**src/rtl/alu_exec_unit.sv**
```systemverilog
// -----------------------------------------------------------------------------
// alu_exec_unit
//   Execute-stage ALU. Takes the 4-bit operation code from the ALU controller,
//   both operands and a destination tag. It returns a registered result, a zero
//   flag and the tag. Logic and arithmetic ops finish on the accept edge.
//   Shifts of two or more positions run on a serial shifter that moves one bit
//   per cycle. The unit stays busy until the last step is done.
//
// Ports
//   clk          rising-edge clock
//   reset_n      synchronous active-low reset
//   in_valid     operation presented by upstream
//   in_ready     unit accepts this cycle (combinational)
//   in_op        operation code
//   in_a, in_b   rs1 operand, rs2 operand or immediate (shamt = in_b[SHAMT_W-1:0])
//   in_rd        destination tag, passed through unchanged
//   out_valid    result register holds a valid result
//   out_ready    downstream consumes this cycle
//   out_result   registered result
//   out_zero     registered (out_result == 0)
//   out_rd       registered tag
//   busy         serial shift in progress
// -----------------------------------------------------------------------------
module alu_exec_unit #(
   parameter int DATA_WIDTH = 32,
   parameter int SHAMT_W    = 5
) (
   input  logic                  clk,
   input  logic                  reset_n,
   input  logic                  in_valid,
   output logic                  in_ready,
   input  logic [3:0]            in_op,
   input  logic [DATA_WIDTH-1:0] in_a,
   input  logic [DATA_WIDTH-1:0] in_b,
   input  logic [4:0]            in_rd,
   output logic                  out_valid,
   input  logic                  out_ready,
   output logic [DATA_WIDTH-1:0] out_result,
   output logic                  out_zero,
   output logic [4:0]            out_rd,
   output logic                  busy
);

   localparam logic [3:0] OP_AND  = 4'b0000;
   localparam logic [3:0] OP_SUB  = 4'b0001;
   localparam logic [3:0] OP_ADD  = 4'b0010;
   localparam logic [3:0] OP_OR   = 4'b0011;
   localparam logic [3:0] OP_XOR  = 4'b0100;
   localparam logic [3:0] OP_SLL  = 4'b0101;
   localparam logic [3:0] OP_SRL  = 4'b0110;
   localparam logic [3:0] OP_SRA  = 4'b0111;
   localparam logic [3:0] OP_EQ   = 4'b1000;
   localparam logic [3:0] OP_SLT  = 4'b1001;
   localparam logic [3:0] OP_SLTU = 4'b1010;

   localparam logic [SHAMT_W-1:0] CNT_ONE = 1;

   // The low two op bits are enough to name the shift kind:
   // 01 = SLL, 10 = SRL, 11 = SRA.
   localparam logic [1:0] K_SLL = 2'b01;
   localparam logic [1:0] K_SRL = 2'b10;
   localparam logic [1:0] K_SRA = 2'b11;

   typedef enum logic {
      S_IDLE  = 1'b0,
      S_SHIFT = 1'b1
   } state_e;

   // Context of a serial shift in flight.
   typedef struct packed {
      logic [DATA_WIDTH-1:0] val;
      logic [1:0]            kind;
      logic [4:0]            rd;
      logic [SHAMT_W-1:0]    cnt;
   } shift_ctx_t;

   state_e     state_q, state_d;
   shift_ctx_t sh_q, sh_d;

   logic                  accept;
   logic                  is_shift;
   logic                  long_shift;
   logic                  last_step;
   logic [SHAMT_W-1:0]    shamt;
   logic [DATA_WIDTH-1:0] first_step;
   logic [DATA_WIDTH-1:0] single_res;
   logic                  wr_en;
   logic [DATA_WIDTH-1:0] wr_res;
   logic [4:0]            wr_rd;

   // One-position shift. SRA feeds the current MSB back in. The MSB never
   // changes during an arithmetic shift, so this always copies in_a's sign.
   function automatic logic [DATA_WIDTH-1:0] shift1(input logic [1:0]            kind,
                                                    input logic [DATA_WIDTH-1:0] x);
      logic [DATA_WIDTH-1:0] r;
      case (kind)
         K_SLL:   r = x << 1;
         K_SRL:   r = x >> 1;
         K_SRA:   r = {x[DATA_WIDTH-1], x[DATA_WIDTH-1:1]};
         default: r = x;
      endcase
      return r;
   endfunction

   // ---------------------------------------------------------------- handshake
   assign in_ready = (state_q == S_IDLE) && (!out_valid || out_ready);
   assign accept   = in_valid && in_ready;
   assign busy     = (state_q == S_SHIFT);

   assign shamt      = in_b[SHAMT_W-1:0];
   assign is_shift   = (in_op == OP_SLL) || (in_op == OP_SRL) || (in_op == OP_SRA);
   assign long_shift = is_shift && (shamt > CNT_ONE);
   assign first_step = shift1(in_op[1:0], in_a);

   // ------------------------------------------------------- single-cycle result
   // Shifts of 0 or 1 position finish here. Longer shifts take first_step
   // into the serial shifter instead.
   always_comb begin
      single_res = '0;
      case (in_op)
         OP_AND:  single_res = in_a & in_b;
         OP_SUB:  single_res = in_a - in_b;
         OP_ADD:  single_res = in_a + in_b;
         OP_OR:   single_res = in_a | in_b;
         OP_XOR:  single_res = in_a ^ in_b;
         OP_SLL,
         OP_SRL,
         OP_SRA:  single_res = (shamt == '0) ? in_a : first_step;
         OP_EQ:   single_res = DATA_WIDTH'(in_a == in_b);
         OP_SLT:  single_res = DATA_WIDTH'($signed(in_a) < $signed(in_b));
         OP_SLTU: single_res = DATA_WIDTH'(in_a < in_b);
         default: single_res = '0;
      endcase
   end

   // ------------------------------------------------------------------ FSM
   // The count is loaded with the full shift amount, and the first shift is
   // done on the accept edge. Each SHIFT cycle shifts once more and counts
   // down. The step that leaves the count at 1 is the last one, so a shift
   // of N positions spends N-1 cycles in SHIFT.
   always_comb begin
      state_d   = state_q;
      sh_d      = sh_q;
      last_step = 1'b0;
      case (state_q)
         S_IDLE: begin
            if (accept && long_shift) begin
               state_d   = S_SHIFT;
               sh_d.val  = first_step;
               sh_d.kind = in_op[1:0];
               sh_d.rd   = in_rd;
               sh_d.cnt  = shamt;
            end
         end
         S_SHIFT: begin
            sh_d.val = shift1(sh_q.kind, sh_q.val);
            sh_d.cnt = sh_q.cnt - CNT_ONE;
            if (sh_d.cnt == CNT_ONE) begin
               last_step = 1'b1;
               state_d   = S_IDLE;
            end
         end
         default: state_d = S_IDLE;
      endcase
   end

   always_ff @(posedge clk) begin
      if (!reset_n) begin
         state_q <= S_IDLE;
         sh_q    <= '0;
      end else begin
         state_q <= state_d;
         sh_q    <= sh_d;
      end
   end

   // -------------------------------------------------------- output register
   // Entry to SHIFT needed the output register to be free or draining. That
   // means the last shift step never has to wait for downstream.
   assign wr_en  = (accept && !long_shift) || last_step;
   assign wr_res = (state_q == S_SHIFT) ? sh_d.val : single_res;
   assign wr_rd  = (state_q == S_SHIFT) ? sh_q.rd  : in_rd;

   // A write on the same edge as a consume takes precedence, so out_valid
   // stays high across back-to-back results.
   always_ff @(posedge clk) begin
      if (!reset_n) begin
         out_valid  <= 1'b0;
         out_result <= '0;
         out_zero   <= 1'b1;
         out_rd     <= '0;
      end else if (wr_en) begin
         out_valid  <= 1'b1;
         out_result <= wr_res;
         out_zero   <= (wr_res == '0);
         out_rd     <= wr_rd;
      end else if (out_ready) begin
         out_valid  <= 1'b0;
      end
   end

endmodule
```
**config.mk**
```make
export PLATFORM = sky130hd
export DESIGN_NAME = alu_exec_unit
export DESIGN_NICKNAME = d
export VERILOG_FILES = /design/src/rtl/alu_exec_unit.sv
export SDC_FILE = /design/constraint.sdc
export NUM_CORES = 1
export LEC_CHECK = 0
export ABC_AREA = 1
export BUFFER_PORTS_ARGS = -buffer_cell sky130_fd_sc_hd__buf_2
export CAP_MARGIN = 20
export CORE_MARGIN = 2
export CORE_UTILIZATION = 56
export DETAILED_ROUTE_END_ITERATION = 8
export HOLD_SLACK_MARGIN = 0.12
export PLACE_DENSITY = 0.81
export SYNTH_ARGS = -nofsm -noshare
export SYNTH_HDL_FRONTEND = slang
export SYNTH_SLANG_ARGS = --single-unit
export TNS_END_PERCENT = 30
```
**constraint.sdc**
```tcl
create_clock -name clk -period 2.2 [get_ports clk]
set_input_delay 0.22 -clock clk [delete_from_list [all_inputs] [get_ports clk]]
set_output_delay 0.22 -clock clk [all_outputs]
set_load 0.005 [all_outputs]
```
==> results_dict.tcl, run 1 <==
set metrics [dict create \
    dieWidth_um 148 \
    avgSynthCellArea_um2 5.46 \
    stop_stage "global routing" \
    rows 52 \
    grt_start_max_net_pins 37 \
    portBuffers 117 \
    synth-edff-count 0 \
    cts_made_buffers 9 \
    grt-worst-endpoint "out_zero$_SDFFE_PN1P_/D" \
    gp_congestion 1.13 \
    syn-cell-area_mm2 0.0117 \
    htree_levels 3 \
    synth_top_cells_by_area "nand2_1 20%, dfxtp_1 14%, inv_1 11%" \
    dp_hpwl_um 44400 \
    synth_area_leader_cell "nand2_1" \
    start_util_pct 57.4 \
    clock-sinks 84 \
    synth_nets 2319 \
    pin_count 118 \
    track_usage_pct 87.6 \
    synth-async-reset-ratio_pct 0 \
    tool.error "[ERROR GRT-0232] Routing congestion too high. Check the congestion heatmap in the GUI." \
    postPlaceCellArea_mm2 0.0161 \
    ys_seq_area_share_pct 14.4 \
    run_status "did not finish" \
    synth_top_area_share_pct 19.8 \
    cts_root_buffer "clkbuf_16" \
    ys.warnings.count 0 \
    synth_seq_cells 84 \
    synthCells 2142 \
    overflow 239 \
    die_h_um 148 \
    dominantRegCellSynth "dfxtp_1" \
    clockBufferDepth 2 \
    ys_types 48 \
    endpoint_type "sequential cell input" \
]
==> through the flow <==
step / worst slack (ps) / cells / hold WS (ps)
3_5_place_dp: -844 / 2920 / 459
4_1_cts: -78.1 / 2962 / 155
2_1_floorplan: 24.4 / 2142 / 381
3_3_place_gp: -820 / 2920 / 449
==> cells in the mapped netlist, types with 2 or more instances <==
master / number
nand2_2: 3
buf_4: 2
o2bb2ai_1: 2
o221ai_1: 23
a22oi_1: 7
inv_1: 345
a21boi_1: 5
or2_1: 2
inv_2: 9
nand2_1: 616
o22ai_1: 41
a21oi_1: 108
or2_2: 8
fa_1: 2
o21ai_0: 95
a31oi_1: 11
a221oi_1: 18
nand3_1: 202
clkbuf_1: 37
nor3_1: 23
o21bai_1: 29
nor2_1: 227
buf_2: 45
o21ai_1: 8
nand3_2: 2
a21boi_0: 7
dfxtp_1: 84
a211oi_1: 6
o211ai_1: 17
buf_1: 12
nor2_2: 4
and2_1: 4
and3_1: 2
nand4_1: 22
nor4_1: 2
clkinv_1: 3
ha_1: 98
==> metal layers <==
metal,GRT usage (%),overflow
met4,90.3,88
met5,57.5,2
met2,98.5,118
met3,77.7,13
met1,86.2,18
==> cell families after synthesis <==
family / count (synthesis) / share of synthesized area, %
and+or+nand+nor: 1121 / 39.7
AOI/OAI and AO/OA: 381 / 19.9
DFF: 84 / 14.4
adders and majority gates: 100 / 10.8
buffers and inverters: 455 / 15.2
xor gates and xnor gates: 1 / 0.0749
==> timing repair <==
action / CTS
pin swaps: 82
cloned: 0
resized for setup: 249
endpoints found under the setup margin: 24
buffers inserted: 26
hold buffers: 0
==> run 2: changes to the inputs <==
Settings changed: CORE_UTILIZATION 56 to 40, HOLD_SLACK_MARGIN 0.12 to default, PLACE_DENSITY 0.81 to default, PLACE_DENSITY_LB_ADDON from default to 0.15.
Clock period 2.2 ns to 2.85 ns, I/O delays scaled along.
==> run 2 against run 1 <==
  * The run now ends clean
  * Area after synthesis unchanged
  * Synthesized cell count unchanged
==> results_dict.tcl, run 2 <==
set metrics [dict create \
    dominantRegCellSynth "dfxtp_1" \
    most-common-layout-cells "616 x nand2_1, 345 x inv_1, 319 x buf_4, 221 x nor2_1, 198 x nand3_1" \
    ys_seq_area_share_pct 14.4 \
    timing.final.crit_share_pct 94.5 \
    cts_tree "done" \
    clk_transition_reported_paths_ps 60 \
    cts_made_buffers 9 \
    rsz0062_at_grt "no" \
    syn-cell-area_mm2 0.0117 \
    grt_pass1_wl_um 83600 \
    crit_end "out_result[30]" \
    reg2reg_slack_ps 470 \
    crit_required_ps 3080 \
    cp-start-kind "primary input" \
    power_density_mw_per_mm2 330 \
    avgSynthCellArea_um2 5.46 \
    via_per_inst 5.43 \
    sw_frac_of_total_pct 41.6 \
    synth.most_common_cell "nand2_1" \
    htree_levels 3 \
    slew_violations 0 \
    hp-class "in2reg" \
    track_usage_pct 34.9 \
    hold_buffers 0 \
    r2r_cells 11 \
    fillCellCount 3089 \
    synth_seq_cells 84 \
    synth-edff-count 0 \
    comb_power_share_pct 51.0 \
    stdcell_count 2894 \
    crit_cells 22 \
    grt_pass1_vias 14800 \
    overflow 0 \
    path_cells "buf_2 > inv_1 > ha_1 > inv_1 > fa_1 > nand2_1 > nand2_1 > buf_4 > nand3_1 > nand2_1 > buf_4 > nand3_1 > nand3_1 > nand3_1 > nand3_1 > xor2_1 > nand2_1 > nand3_1 > nand2_1 > nand2_1 > o21bai_1 > inv_1" \
    leakage_nw 8.49 \
    synth-async-reset-ratio_pct 0 \
    wirelength_um 54500 \
    cts_root_buffer "clkbuf_16" \
    ys_top_cells_by_count "616 x nand2_1, 345 x inv_1, 227 x nor2_1, 202 x nand3_1, 108 x a21oi_1" \
    routed-via-count 15700 \
    end_kind "flop" \
    rows 62 \
    start_util_pct 40.6 \
    antenna_found_initial 0 \
    cpMaxStageDelayCell "fa_1" \
    multi_input_area_mm2 0.00833 \
    cp_max_fo 3 \
    seq_area_mm2 0.00168 \
    finalHoldViolCount 0 \
    clockBufferDepth 2 \
    diodes 0 \
    clock-sinks 84 \
    dp_hpwl_um 45000 \
    ir_drop_uv 288 \
    cp-startpoint "in_a[0]" \
    regMostFlops "sh_q" \
    critPathBufInv 6 \
    seq_power_share_pct 25.6 \
    top_regs "sh_q x44, out_result x32, out_rd x5" \
    ys.warnings.count 0 \
    gp_congestion 1.02 \
    ys_types 48 \
    synth_nets 2319 \
    portBuffers 117 \
    core_area_mm2 0.0288 \
    worst_pin_slew_ps 976 \
    setup_slack_ps 155 \
    power.internal_mw 2.96 \
    drive_gt1_share_pct 20.6 \
    wl_per_cell_um 18.8 \
    largest_register_ffs 44 \
    period_needed_ps 2690 \
    hold_ws_ps 214 \
    layout_commonest_cell "nand2_1" \
    pre_cts_slack_ps -369 \
    maxCapViolations 0 \
    areaGrowthSynthToFinish_pct 31.5 \
    dieWidth_um 175 \
    ant_nets 0 \
    first_iter_violations 1861 \
    skew_ps 10.4 \
    fmax_mhz 371 \
    path_class "in2reg" \
    drtPass1Iterations 7 \
    grt_start_max_net_pins 51 \
    crit_family "simple AND/OR/NAND/NOR gates" \
    setup_viol 0 \
    p_sw_mw 2.11 \
    pin_count 118 \
    critPathMaxStageDelay_ps 370 \
    synth_top_area_share_pct 19.8 \
    synth_top_cells_by_area "nand2_1 20%, dfxtp_1 14%, inv_1 11%" \
    r2r-end "out_zero" \
    dp_cells 2876 \
    crit-reg2reg-launch "busy" \
    fin_nets 2682 \
    die_h_um 175 \
    power.clock.fraction_pct 23.4 \
    power.total_mw 5.07 \
    slew_headroom_pct 34.7 \
    synthCells 2142 \
    arrival_ps 2930 \
    dieArea_mm2 0.0306 \
    synth_area_leader_cell "nand2_1" \
    clk_latency_ps 340 \
    run_status "complete, no violations" \
    drc 0 \
]
## run 2: kinds of logic after synthesis
group	count (synthesis)	synth area share (%)
buffers and inverters	455	15.2
AOI/OAI and AO/OA	381	19.9
adders and majority gates	100	10.8
DFF	84	14.4
and+or+nand+nor	1121	39.7
xor gates and xnor gates	1	0.0749
## run 2: power groups by stage
stage	Combinational, mW	Sequential (mW)	Clock, mW
after floorplan	1.27	1.32	0
after global placement	2.49	1.32	0
after detailed placement	2.50	1.32	0
after CTS	2.51	1.30	1.19
after global routing	2.82	1.31	1.24
final	2.59	1.30	1.19
## run 2: per-stage QoR
| step | cell area (µm²) | util [%] | setup TNS, ps |
|---|---|---|---|
| floorplan | 11700 | - | 0 |
| global placement | 15000 | 52.0 | -1280 |
| detailed placement | 15000 | 52.0 | -1440 |
| CTS | 15300 | 53.1 | 0 |
| global route | 15400 | 53.4 | 0 |
| finish | 15400 | 53.4 | 0 |
## run 2: final cells by class
| cell class | count | area share, % |
|---|---|---|
| clock inverter | 5 | 0.407 |
| tap | 384 | 3.13 |
| inverter | 358 | 8.75 |
| timing repair buffer | 449 | 21.1 |
| clock buffer | 11 | 1.51 |
| sequential | 84 | 10.9 |
| multi-input combinational | 1603 | 54.2 |
## run 2: routing by layer
| layer | share of wire (%) | GRT usage, % | vias to the layer above |
|---|---|---|---|
| met5 | 0 | 0 | - |
| met4 | 3.8 | 12.1 | 0 |
| met3 | 7.9 | 4.13 | 124 |
| met2 | 45 | 57.5 | 751 |
| met1 | 43 | 47.1 | 7214 |
| li1 | - | - | 7619 |
## run 2: worst min path at each step
stage / start / endpoint / cells after the start / slack (ps)
after floorplan: sh_q[17] / sh_q[17] / 2 / 440
after global placement: sh_q[17] / sh_q[17] / 2 / 450
after detailed placement: sh_q[20] / sh_q[20] / 2 / 450
after CTS: in_rd[0] / sh_q[5] / 3 / 210
after global routing: in_rd[0] / out_rd[0] / 3 / 230
final: in_rd[0] / sh_q[5] / 3 / 210
## run 2: worst register-to-register path, cell delays in order (launching register included)
cell	delay, ps
dfxtp_2	490
inv_1	340
buf_4	330
o21ai_2	340
a21oi_1	140
or2_0	210
nand2_1	130
nor2_1	70
nand4_1	90
nor2_1	60
nand2_1	60
nand2_1	40
## run 2: repair_timing
item / 4_1_cts / 5_1_grt
pin swaps: 0 / 2
setup endpoints to repair: 1 / 6
gates cloned: 0 / 0
resized for setup: 1 / 28
setup buffers: 0 / 2
(Power assumes the default switching activity.)
